$ cat config.mk
export PLATFORM = sky130hd
export DESIGN_NAME = cc_level_tracker
export DESIGN_NICKNAME = d
export VERILOG_FILES = /design/src/rtl/cc_level_tracker.sv
export SDC_FILE = /design/constraint.sdc
export NUM_CORES = 1
export LEC_CHECK = 0
export ABC_AREA = 1
export BUFFER_PORTS_ARGS = -buffer_cell sky130_fd_sc_hd__buf_4
export CAP_MARGIN = 20
export CELL_PAD_IN_SITES_DETAIL_PLACEMENT = 0
export CELL_PAD_IN_SITES_GLOBAL_PLACEMENT = 1
export CORE_MARGIN = 4
export CORE_UTILIZATION = 42
export CTS_BUF_LIST = sky130_fd_sc_hd__clkbuf_8
export DETAILED_ROUTE_END_ITERATION = 8
export PLACE_DENSITY = 0.89
export SLEW_MARGIN = 30
export SYNTH_ARGS = -nofsm -noshare
export SYNTH_HDL_FRONTEND = slang
export SYNTH_SLANG_ARGS = --single-unit
$ cat constraint.sdc
create_clock -name CC_LEVEL_TRACKER_CLOCK_50 -period 2.8 [get_ports CC_LEVEL_TRACKER_CLOCK_50]
set_input_delay 0 -clock CC_LEVEL_TRACKER_CLOCK_50 [delete_from_list [all_inputs] [get_ports CC_LEVEL_TRACKER_CLOCK_50]]
set_output_delay 0 -clock CC_LEVEL_TRACKER_CLOCK_50 [all_outputs]
set_load 0.05 [all_outputs]
$ cat src/rtl/cc_level_tracker.sv
// Registered score-to-level tracker: debounced promotion/demotion with hysteresis,
// single-cycle level-change pulses and an optional monotonic (no-demotion) mode.
module cc_level_tracker #(
    parameter int unsigned DATA_WIDTH  = 8,
    parameter int unsigned NUM_LEVELS  = 3,
    parameter int unsigned LEVEL_WIDTH = 2,
    parameter logic [(NUM_LEVELS-1)*DATA_WIDTH-1:0] THRESHOLDS = {8'd30, 8'd10},
    parameter logic [DATA_WIDTH-1:0] HYST = 4,
    parameter int unsigned HOLD_CYCLES = 3
) (
    input  logic                   CC_LEVEL_TRACKER_CLOCK_50,
    input  logic                   CC_LEVEL_TRACKER_RESET_InLow,
    input  logic                   CC_LEVEL_TRACKER_Clear_InLow,
    input  logic                   CC_LEVEL_TRACKER_Monotonic_In,
    input  logic                   CC_LEVEL_TRACKER_Valid_In,
    input  logic [DATA_WIDTH-1:0]  CC_LEVEL_TRACKER_BusIn,
    output logic [LEVEL_WIDTH-1:0] CC_LEVEL_TRACKER_Level_OutBus,
    output logic                   CC_LEVEL_TRACKER_LevelUp_Out,
    output logic                   CC_LEVEL_TRACKER_LevelDown_Out,
    output logic                   CC_LEVEL_TRACKER_Pending_Out
);

    localparam int unsigned CntWidth = (HOLD_CYCLES > 1) ? $clog2(HOLD_CYCLES + 1) : 1;
    localparam logic [CntWidth-1:0] HoldVal = CntWidth'(HOLD_CYCLES);
    localparam logic [LEVEL_WIDTH-1:0] LevelMin = LEVEL_WIDTH'(1);
    localparam logic [LEVEL_WIDTH-1:0] LevelMax = LEVEL_WIDTH'(NUM_LEVELS);

    typedef enum logic [1:0] {
        StStable,
        StPromotePend,
        StDemotePend
    } state_e;

    state_e                 state_q, state_d;
    logic [CntWidth-1:0]    cnt_q, cnt_d;
    logic [LEVEL_WIDTH-1:0] level_q, level_d;
    logic                   up_pulse_q, up_pulse_d;
    logic                   dn_pulse_q, dn_pulse_d;
    logic                   pending_q, pending_d;

    logic [DATA_WIDTH-1:0]  up_thr;
    logic [DATA_WIDTH-1:0]  dn_thr;
    logic [DATA_WIDTH:0]    bus_plus_hyst;
    logic                   up_hit;
    logic                   dn_hit;
    logic [CntWidth-1:0]    cnt_inc;
    logic                   eval_stable;

    // Select T[L-1] (promotion) and T[L-2] (demotion) for the current level.
    always_comb begin
        up_thr = '0;
        dn_thr = '0;
        for (int k = 0; k < int'(NUM_LEVELS) - 1; k++) begin
            if (int'(level_q) == k + 1) up_thr = THRESHOLDS[k*DATA_WIDTH +: DATA_WIDTH];
            if (int'(level_q) == k + 2) dn_thr = THRESHOLDS[k*DATA_WIDTH +: DATA_WIDTH];
        end
    end

    always_comb begin
        bus_plus_hyst = {1'b0, CC_LEVEL_TRACKER_BusIn} + {1'b0, HYST};
        up_hit = (level_q < LevelMax) && (CC_LEVEL_TRACKER_BusIn > up_thr);
        dn_hit = (level_q > LevelMin) && !CC_LEVEL_TRACKER_Monotonic_In &&
                 (bus_plus_hyst <= {1'b0, dn_thr});
    end

    always_comb begin
        state_d     = state_q;
        cnt_d       = cnt_q;
        level_d     = level_q;
        up_pulse_d  = 1'b0;
        dn_pulse_d  = 1'b0;
        eval_stable = 1'b0;
        cnt_inc     = cnt_q + 1'b1;

        if (CC_LEVEL_TRACKER_Valid_In) begin
            unique case (state_q)
                StStable: eval_stable = 1'b1;
                StPromotePend: begin
                    if (up_hit) begin
                        if (cnt_inc == HoldVal) begin
                            level_d    = level_q + 1'b1;
                            up_pulse_d = 1'b1;
                            cnt_d      = '0;
                            state_d    = StStable;
                        end else begin
                            cnt_d = cnt_inc;
                        end
                    end else begin
                        cnt_d       = '0;
                        state_d     = StStable;
                        eval_stable = 1'b1;
                    end
                end
                StDemotePend: begin
                    if (dn_hit) begin
                        if (cnt_inc == HoldVal) begin
                            level_d    = level_q - 1'b1;
                            dn_pulse_d = 1'b1;
                            cnt_d      = '0;
                            state_d    = StStable;
                        end else begin
                            cnt_d = cnt_inc;
                        end
                    end else begin
                        cnt_d       = '0;
                        state_d     = StStable;
                        eval_stable = 1'b1;
                    end
                end
                default: begin
                    cnt_d   = '0;
                    state_d = StStable;
                end
            endcase

            // A run broken in a pending state restarts from STABLE on the same sample.
            if (eval_stable) begin
                if (up_hit) begin
                    if (HOLD_CYCLES == 1) begin
                        level_d    = level_q + 1'b1;
                        up_pulse_d = 1'b1;
                    end else begin
                        cnt_d   = CntWidth'(1);
                        state_d = StPromotePend;
                    end
                end else if (dn_hit) begin
                    if (HOLD_CYCLES == 1) begin
                        level_d    = level_q - 1'b1;
                        dn_pulse_d = 1'b1;
                    end else begin
                        cnt_d   = CntWidth'(1);
                        state_d = StDemotePend;
                    end
                end
            end
        end

        if (!CC_LEVEL_TRACKER_Clear_InLow) begin
            level_d    = LevelMin;
            state_d    = StStable;
            cnt_d      = '0;
            up_pulse_d = 1'b0;
            dn_pulse_d = 1'b0;
        end

        pending_d = (state_d != StStable);
    end

    always_ff @(posedge CC_LEVEL_TRACKER_CLOCK_50) begin
        if (!CC_LEVEL_TRACKER_RESET_InLow) begin
            state_q    <= StStable;
            cnt_q      <= '0;
            level_q    <= LevelMin;
            up_pulse_q <= 1'b0;
            dn_pulse_q <= 1'b0;
            pending_q  <= 1'b0;
        end else begin
            state_q    <= state_d;
            cnt_q      <= cnt_d;
            level_q    <= level_d;
            up_pulse_q <= up_pulse_d;
            dn_pulse_q <= dn_pulse_d;
            pending_q  <= pending_d;
        end
    end

    assign CC_LEVEL_TRACKER_Level_OutBus  = level_q;
    assign CC_LEVEL_TRACKER_LevelUp_Out   = up_pulse_q;
    assign CC_LEVEL_TRACKER_LevelDown_Out = dn_pulse_q;
    assign CC_LEVEL_TRACKER_Pending_Out   = pending_q;

endmodule

# After elaboration in Yosys (flattened, before gate mapping)
# Index checks and enable logic that the tools add are counted.
# totals
input_bits,13
elab_cells,65
register_bits,9
out_inout_bits,5
# op_classes
muxes,30
n_reduce_logical,11
add_sub_neg,4
n_lt_le_gt_ge,4
eq_ne,10
# ops
cell,count
$mux W2,18
$mux W8,2
$pmux W2 S3,2
$reduce_and A5 Y1,2
$add A8 B3 Y9 const B,1
$le A9 B8 Y1,1
$eq A2 B2 Y1 const B,4
$gt A8 B8 Y1,1
$mux W4,2
$ne A2 B2 Y1 const B,4
$reduce_and A6 Y1,1
$add A2 B1 Y2 const B,2
$eq A2 B1 Y1 const B,2
$mux W1,4
$pmux W2 S2,1
$reduce_bool A2 Y1,2
$logic_and A1 B1 Y1,3
$pmux W1 S3,1
$gt A2 B1 Y1 const B,1
$logic_not A2 Y1,1
$lt A2 B2 Y1 const B,1
$reduce_and A2 Y1,1
$sub A2 B1 Y2 const B,1
$logic_not A1 Y1,1

# Logic depth before layout (Yosys ltp)
# Gate-level depths: netlist (run 1).
# logic_depth
depth_word,13
depth_mapped,18
depth_no_buf,18

# Least setup slack after synthesis (run 1)
# OpenSTA, ideal clock, no wires.
# synth_timing
path_type,reg2reg
start,register level_q[0] (netlist: CC_LEVEL_TRACKER_Level_OutBus[0])
end,register level_q[0] (netlist: CC_LEVEL_TRACKER_Level_OutBus[0])
stages_incl_launch_ff,12
setup_time_ps,143
path_buffers,0
setup_slack_ps,487
t_arrival_ps,2170
t_required_ps,2657
period_less_slack_ps,2313
cell_sequence,dfxtp_1 -> inv_1 -> ha_1 -> ha_1 -> nand2_1 -> nor2_1 -> a21oi_4 -> nand2_4 -> o21ai_2 -> nand2_2 -> a21oi_2 -> o21ai_1
# synth_via
elab_chain_cells,7
word_cells_on_any_way,24
classes_between,2 x add/sub; 4 x order compare; 5 x eq/ne; 9 x mux; 4 x reduce/logical
# synth_lines
item,line,source
start: declaration,36,"logic [LEVEL_WIDTH-1:0] level_q, level_d;"
start signal: assignment,153,level_q <= LevelMin;
start signal: assignment,160,level_q <= level_d;
$eq A2 B2 Y1 (on tied branches),"54, 55",
$mux W4 (on tied branches),"55, 54",
$mux W8 (on tied branches),"55, 54",
$le A9 B8 Y1 or $gt A8 B8 Y1 (tied branches),"63, 61",
$logic_and A1 B1 Y1 (on tied branches),"62, 61",
$ne A2 B2 Y1 (no source line),n/a,
$reduce_and A6 Y1 (no source line),n/a,
# Parallel ways exist; a longest one is shown, timed or not. The select of a mux whose other input is x is not followed.
# A chain may end at the register's enable or synchronous reset.

# Worst setup path after layout (run 1)
# layout_timing
start,register level_q[0] (netlist: CC_LEVEL_TRACKER_Level_OutBus[0])
end,register level_q[1] (netlist: CC_LEVEL_TRACKER_Level_OutBus[1])
# The elaborated chain is that of the path after synthesis.

==> results of run 1 <==
==> critical path, delay by kind of cell, from the launching register on <==
| family | cells | cell delay (ns) |
|---|---|---|
| compound gates | 3 | 0.29 |
| flops | 1 | 0.42 |
| simple gates | 7 | 0.72 |
| fa+ha+maj | 2 | 0.47 |
| buf+inv | 2 | 0.11 |
==> worst min path at each step <==
stage / start / to / slack [ns] / cells after the start
final: CC_LEVEL_TRACKER_Clear_InLow / CC_LEVEL_TRACKER_Level_OutBus[0]$_SDFFE_PN1P_ / 0.12 / 4
after global routing: CC_LEVEL_TRACKER_Clear_InLow / CC_LEVEL_TRACKER_Level_OutBus[0]$_SDFFE_PN1P_ / 0.14 / 4
after CTS: CC_LEVEL_TRACKER_Valid_In / cnt_q[1]$_SDFFE_PN0P_ / 0.11 / 4
after detailed placement: CC_LEVEL_TRACKER_Valid_In / cnt_q[1]$_SDFFE_PN0P_ / 0.35 / 4
after global placement: CC_LEVEL_TRACKER_Clear_InLow / CC_LEVEL_TRACKER_Level_OutBus[0]$_SDFFE_PN1P_ / 0.34 / 4
after floorplan: CC_LEVEL_TRACKER_Clear_InLow / CC_LEVEL_TRACKER_Level_OutBus[0]$_SDFFE_PN1P_ / 0.20 / 3
==> stage by stage <==
step                      std cells  utilization (%)  hold WS (ns)  area [sq um]
after global placement          184            52.81        0.3395          1057
after detailed placement        184            52.81        0.3479          1057
after floorplan                 140                -        0.2047         895.9
final                           188            55.06        0.1159          1102
after CTS                       188            55.06        0.1089          1102
after global routing            188            55.06        0.1396          1102
==> flip-flops by register name, summed over array words and instances, names as in the netlist <==
register / flops
cnt_q: 2
CC_LEVEL_TRACKER_Pending_Out: 1
CC_LEVEL_TRACKER_Level_OutBus: 2
CC_LEVEL_TRACKER_LevelUp_Out: 1
state_q: 2
CC_LEVEL_TRACKER_LevelDown_Out: 1
==> placed cells by master, fill, tap and decap left out, types with 4 or more instances in the layout <==
| cell type | netlist | layout |
|---|---|---|
| buf_4 | 0 | 17 |
| dfxtp_1 | 9 | 9 |
| ha_1 | 12 | 12 |
| inv_1 | 24 | 25 |
| inv_2 | 7 | 7 |
| nand2_1 | 32 | 32 |
| nand3_1 | 8 | 8 |
| nand4_1 | 4 | 4 |
| nor2_1 | 17 | 17 |
| o21ai_1 | 4 | 4 |
==> kinds of logic after synthesis <==
kind of cell             count (synthesis)  synth area share (%)
AND/OR/NAND/NOR                         71                 35.89
buffers and inverters                   31                 12.99
AO/OA/AOI/OAI                           15                 12.29
adder cells (fa/ha/maj)                 12                 16.76
flip-flops                               9                 20.11
XOR/XNOR                                 2                 1.956
==> power by group <==
group	switching (W)	leakage, nW	total [W]	internal [W]
combinational	0.0000419	0.493	0.0000732	0.0000313
sequential	0.00000212	0.0730	0.000133	0.000131
clock	0.0000470	0.0269	0.000142	0.0000951
==> per-layer routing <==
layer / global-route usage, % / vias up / part of all wire, %
met5: 0 / - / 0
li1: - / 483 / -
met4: 2.490 / 0 / 0
met2: 23.51 / 32 / 41
met1: 21.03 / 396 / 51
met3: 4.986 / 0 / 8.4
==> final cells by class <==
cell class / count / area (sq um) / area share (%)
clock inverters: 1 / 3.754 / 0.3405
clock buffers: 3 / 41.29 / 3.746
multi-input cells: 100 / 599.3 / 54.37
flip-flops and latches: 9 / 180.2 / 16.35
well taps: 27 / 33.78 / 3.065
inverters: 31 / 116.4 / 10.56
repair buffers: 17 / 127.6 / 11.58
==> flow_metrics.env, run 1 <==
export IMPL_outcome="finished, final reports clean"
export IMPL_syn_area_sq_um=895.9
export IMPL_r2r_cells=14
export IMPL_hpwlAfterDp_mm=1.643
export IMPL_synthTopCellsByArea="dfxtp_1 (20%), ha_1 (17%), nand2_1 (13%)"
export IMPL_cts_sinks=9
export IMPL_ios=18
export IMPL_cap_viol_max_count=0
export IMPL_path_cells="inv_1, ha_1, nor2_1, ha_1, nand2_1, inv_2, nand2_1, nand2_1, nand2_1, nand3_2, o21ai_2, nand2_2, o21ai_1, a21oi_1"
export IMPL_post_drt_wl_per_cell_microns=10.15
export IMPL_ys_seq_area_share_pct=20.11
export IMPL_cts_buffers=3
export IMPL_die_h_microns=54.19
export IMPL_period_share_pct=75.70
export IMPL_min_period_ns=2.120
export IMPL_grt_pass1_vias=767
export IMPL_h_tree_depth=1
export IMPL_crit_path_end="CC_LEVEL_TRACKER_Level_OutBus[1]$_SDFFE_PN0P_"
export IMPL_cts_hold_buf=0
export IMPL_cts_setup_buffers=0
export IMPL_drc=0
export IMPL_area_growth_syn_to_layout_pct=23.05
export IMPL_r2r_start="CC_LEVEL_TRACKER_Level_OutBus[0]$_SDFFE_PN1P_"
export IMPL_fmax_mhz=471.8
export IMPL_clk_pin_slew_ns=0.04
export IMPL_yosysTopAreaCell="dfxtp_1"
export IMPL_synthArstFlopShare_pct=0
export IMPL_arrival_ns=2.24
export IMPL_setup_viol=0
export IMPL_total_power_w=0.0003485
export IMPL_p_leak_nw=0.5926
export IMPL_synth_nets=165
export IMPL_reg2reg_slack_ns=0.68
export IMPL_yosys_warnings=0
export IMPL_grt_overflow=0
export IMPL_grt_max_degree=7
export IMPL_nFillCells=207
export IMPL_syn_area_per_cell_sq_um=6.399
export IMPL_rsz0062_at_grt="no"
export IMPL_rows=16
export IMPL_tns_ns=0
export IMPL_setup_ws_ns=0.6804
export IMPL_ys_types=23
export IMPL_antenna_found_initial=0
export IMPL_cellPowerDensity_mw_per_mm2=316.1
export IMPL_tritoncts="done"
export IMPL_ys_top_cells_by_count="nand2_1 (32), inv_1 (24), nor2_1 (17), ha_1 (12), dfxtp_1 (9)"
export IMPL_synth_ff_type="dfxtp_1"
export IMPL_clk_latency_ns=0.23
export IMPL_ys_ff_latch=9
export IMPL_startpoint="CC_LEVEL_TRACKER_Level_OutBus[0]$_SDFFE_PN1P_"
export IMPL_cts_repair_resized=0
export IMPL_path_common_cell="nand2_1"
export IMPL_synth_edff_count=0
export IMPL_tightest_slew_ns=0.3481
export IMPL_dr_pass1_iters=4
export IMPL_drtIter0Drc=24
export IMPL_viasPerCell=4.846
export IMPL_gp_congestion=0.8806
export IMPL_pre_cts_slack_ns=0.6793
export IMPL_finalNetCount=187
export IMPL_grt_util_all_layers_pct=15.32
export IMPL_drt_wl_total_mm=1.909
export IMPL_die_area_sq_mm=0.002936
export IMPL_portBuffers=17
export IMPL_critPathMaxStageDelay_ns=0.42
export IMPL_startpoint_type="register"
export IMPL_slew_headroom_pct=76.19
export IMPL_hold_violations=0
export IMPL_die_x_microns=54.19
export IMPL_min_path_type="primary input to register"
export IMPL_initial_core_util_pct=44.75
export IMPL_cp_end_kind="register"
export IMPL_clockRootBuffer="clkbuf_8"
export IMPL_cp_slowest_cell="dfxtp_1"
export IMPL_ant_nets=0
export IMPL_cts_buffer_depth=2
export IMPL_synth_top_cell_area_share_pct=20.11
export IMPL_synth_most_common_cell="nand2_1"
export IMPL_drive_above_1_share_pct=24.22
export IMPL_required_ns=2.92
export IMPL_worstPathMaxFanout=6
export IMPL_drv_slew=0
export IMPL_grt_pass1_wl_mm=3.270
export IMPL_path_class="register to register"
export IMPL_irDropWorstVdd_mv=0.3496
export IMPL_num_vias=911
export IMPL_netlist_instances=140
export IMPL_num_antenna_cells=0
export IMPL_r2r_end="CC_LEVEL_TRACKER_Level_OutBus[1]$_SDFFE_PN0P_"
export IMPL_core_sq_mm=0.002002
export IMPL_skew_ns=0.004118
Note: power is estimated with default switching activity, not from simulation.
==> run 2, diff against run 1 <==
--- a/config.mk
+++ b/config.mk
@@ -11,10 +11,10 @@
 export CELL_PAD_IN_SITES_DETAIL_PLACEMENT = 0
 export CELL_PAD_IN_SITES_GLOBAL_PLACEMENT = 1
 export CORE_MARGIN = 4
-export CORE_UTILIZATION = 42
+export CORE_UTILIZATION = 35
 export CTS_BUF_LIST = sky130_fd_sc_hd__clkbuf_8
 export DETAILED_ROUTE_END_ITERATION = 8
-export PLACE_DENSITY = 0.89
+export PLACE_DENSITY = 0.79
 export SLEW_MARGIN = 30
 export SYNTH_ARGS = -nofsm -noshare
 export SYNTH_HDL_FRONTEND = slang
==> constraint.sdc (replaced) <==
create_clock -name CC_LEVEL_TRACKER_CLOCK_50 -period 1.7 [get_ports CC_LEVEL_TRACKER_CLOCK_50]
set_input_delay 0 -clock CC_LEVEL_TRACKER_CLOCK_50 [delete_from_list [all_inputs] [get_ports CC_LEVEL_TRACKER_CLOCK_50]]
set_output_delay 0 -clock CC_LEVEL_TRACKER_CLOCK_50 [all_outputs]
set_load 0.05 [all_outputs]
==> run 2 against run 1 <==
The run now ends with setup timing left. Power up 79%. Final area increased by 30%. Sequential cell count is the same. Worst setup slack got worse by 0.86 ns. Combinational power increased by 120%. Via count up 6.1%. Utilization rose by 3.3 points. Sequential power increased by 62%. Final cell count grew 9.0%. Critical path depth shrank 2. Critical endpoint is now CC_LEVEL_TRACKER_Pending_Out$_SDFF_PN0_. Largest cell class unchanged.
==> flow_metrics.env, run 2 (same netlist as run 1, synthesis figures left out) <==
export IMPL_h_tree_depth=1
export IMPL_slew_headroom_pct=73.84
export IMPL_antenna_found_initial=0
export IMPL_setup_viol=7
export IMPL_die_h_microns=58.59
export IMPL_r2r_start="CC_LEVEL_TRACKER_Level_OutBus[0]$_SDFFE_PN1P_"
export IMPL_tightest_slew_ns=0.3825
export IMPL_setup_ws_ns=-0.1776
export IMPL_pre_cts_slack_ns=-0.1965
export IMPL_path_class="register to register"
export IMPL_rsz0062_at_grt="yes"
export IMPL_critPathMaxStageDelay_ns=0.37
export IMPL_hold_path_startpoint="CC_LEVEL_TRACKER_Valid_In"
export IMPL_layout_commonest_cell="buf_4"
export IMPL_irDropWorstVdd_mv=0.3863
export IMPL_startpoint_type="register"
export IMPL_viasPerCell=4.717
export IMPL_r2r_end="CC_LEVEL_TRACKER_Pending_Out$_SDFF_PN0_"
export IMPL_cts_hold_buf=0
export IMPL_clk_latency_ns=0.23
export IMPL_finalNetCount=201
export IMPL_hold_violations=0
export IMPL_path_buf_inv=1
export IMPL_required_ns=1.82
export IMPL_grt_pass1_vias=938
export IMPL_grt_max_degree=7
export IMPL_area_growth_syn_to_layout_pct=59.92
export IMPL_skew_ns=0.003674
export IMPL_hpwlAfterDp_mm=1.823
export IMPL_power_frac_comb_pct=26.3
export IMPL_min_path_type="primary input to register"
export IMPL_num_vias=967
export IMPL_cp_end_kind="register"
export IMPL_cts_buffer_depth=2
export IMPL_reg2reg_slack_ns=-0.18
export IMPL_worstPathMaxFanout=6
export IMPL_gp_congestion=0.8134
export IMPL_ios=18
export IMPL_path_common_cell="nand2_2"
export IMPL_drv_slew=0
export IMPL_r2r_cells=12
export IMPL_nFillCells=229
export IMPL_drtIter0Drc=24
export IMPL_p_int_w=0.0004449
export IMPL_portBuffers=17
export IMPL_cellPowerDensity_mw_per_mm2=435.6
export IMPL_ant_nets=0
export IMPL_period_share_pct=110.4
export IMPL_cts_buffers=3
export IMPL_final_cell_mix="buf_4 (31), nand2_1 (23), inv_1 (20)"
export IMPL_die_x_microns=58.59
export IMPL_grt_overflow=0
export IMPL_core_sq_mm=0.002455
export IMPL_clockRootBuffer="clkbuf_8"
export IMPL_netSwitchingFraction_pct=28.70
export IMPL_rows=18
export IMPL_crit_family="simple AND/OR/NAND/NOR gates"
export IMPL_outcome="finished, violations left"
export IMPL_num_antenna_cells=0
export IMPL_seqPwrFrac_pct=34.6
export IMPL_clk_pin_slew_ns=0.05
export IMPL_whs_endpoint="cnt_q[0]$_SDFFE_PN0P_"
export IMPL_grt_util_all_layers_pct=13.92
export IMPL_whs_ns=0.1101
export IMPL_post_drt_wl_per_cell_microns=11.17
export IMPL_min_period_ns=1.878
export IMPL_drive_above_1_share_pct=49.71
export IMPL_worstHoldPathCells=5
export IMPL_fmax_mhz=532.6
export IMPL_grt_pass1_wl_mm=3.726
export IMPL_initial_core_util_pct=36.49
export IMPL_drt_wl_total_mm=2.289
export IMPL_arrival_ns=2.00
export IMPL_cp_slowest_cell="dfxtp_4"
export IMPL_cts_sinks=9
export IMPL_violations="setup timing"
export IMPL_tritoncts="done"
export IMPL_path_cells="inv_4, ha_4, ha_4, nand3_2, nand2_2, nand2_2, nand2_2, nand2_4, nand2_4, nand4_1, a21oi_2, nand3_1"
export IMPL_die_area_sq_mm=0.003433
export IMPL_dr_pass1_iters=4
export IMPL_cap_viol_max_count=0
export IMPL_drc=0
export IMPL_p_leak_nw=0.7171
export IMPL_pwr_share_clk_pct=39.1
export IMPL_power_switching_w=0.0001791
run 2: tightest hold or removal path: cells and delay by family:
| family | cells | cell delay (ns) |
|---|---|---|
| AND/OR/NAND/NOR | 3 | 0.19 |
| buffers and inverters | 2 | 0.13 |
run 2: worst max path at each step:
stage	from	endpoint	slack [ns]	cells after the start
5_1_grt	CC_LEVEL_TRACKER_Level_OutBus[0]$_SDFFE_PN1P_	CC_LEVEL_TRACKER_Pending_Out$_SDFF_PN0_	-0.30	14
6_report	CC_LEVEL_TRACKER_Level_OutBus[0]$_SDFFE_PN1P_	CC_LEVEL_TRACKER_Pending_Out$_SDFF_PN0_	-0.18	12
2_1_floorplan	CC_LEVEL_TRACKER_Level_OutBus[0]$_SDFFE_PN1P_	CC_LEVEL_TRACKER_Level_OutBus[0]$_SDFFE_PN1P_	-0.21	12
4_1_cts	CC_LEVEL_TRACKER_Level_OutBus[0]$_SDFFE_PN1P_	CC_LEVEL_TRACKER_Level_OutBus[1]$_SDFFE_PN0P_	-0.18	12
3_3_place_gp	CC_LEVEL_TRACKER_Level_OutBus[0]$_SDFFE_PN1P_	cnt_q[1]$_SDFFE_PN0P_	-0.19	13
3_5_place_dp	CC_LEVEL_TRACKER_Level_OutBus[0]$_SDFFE_PN1P_	cnt_q[1]$_SDFFE_PN0P_	-0.20	13
run 2: power by group through the flow:
stage	Clock [W]	Sequential [W]	Combinational (W)
after global routing	0.000261	0.000216	0.000186
after global placement	0	0.000220	0.000132
after CTS	0.000254	0.000216	0.000143
after floorplan	0	0.000224	0.0000791
final	0.000244	0.000216	0.000164
after detailed placement	0	0.000220	0.000134
run 2: repair_timing:
item                                    4_1_cts  5_1_grt
gates resized for setup                       9       21
gates cloned                                  0        0
buffers inserted                              3        0
endpoints found under the setup margin        7        9
pin swaps                                     7       17
run 2: metal layers:
metal	part of all wire (%)	track usage (%)	up-vias
li1	-	-	512
met1	44	17.87	432
met2	51	23.60	19
met3	4.7	2.851	4
met4	0.92	3.883	0
met5	0	0	-
run 2: area by class of cell:
type                            count  area, sq um  area share, %
Multi-Input combinational cell    100        808.3          56.42
Clock inverter                      1        3.754         0.2620
Timing Repair Buffer               31        232.7          16.24
Inverter                           31        121.4          8.472
Clock buffer                        3        41.29          2.882
Tap cell                           30        37.54          2.620
Sequential cell                     9        187.7          13.10
run 2: through the flow:
step           utilization, %  cell area, sq um  setup TNS [ns]  instances  total power (W)
3_5_place_dp            49.69              1220          -1.085        198        0.0003535
3_3_place_gp            49.69              1220         -0.9463        198        0.0003516
2_1_floorplan               -             972.2          -1.171        140        0.0003028
5_1_grt                 58.36              1433          -1.933        205        0.0006624
6_report                58.36              1433          -1.047        205        0.0006240
4_1_cts                 54.38              1335         -0.9726        205        0.0006131
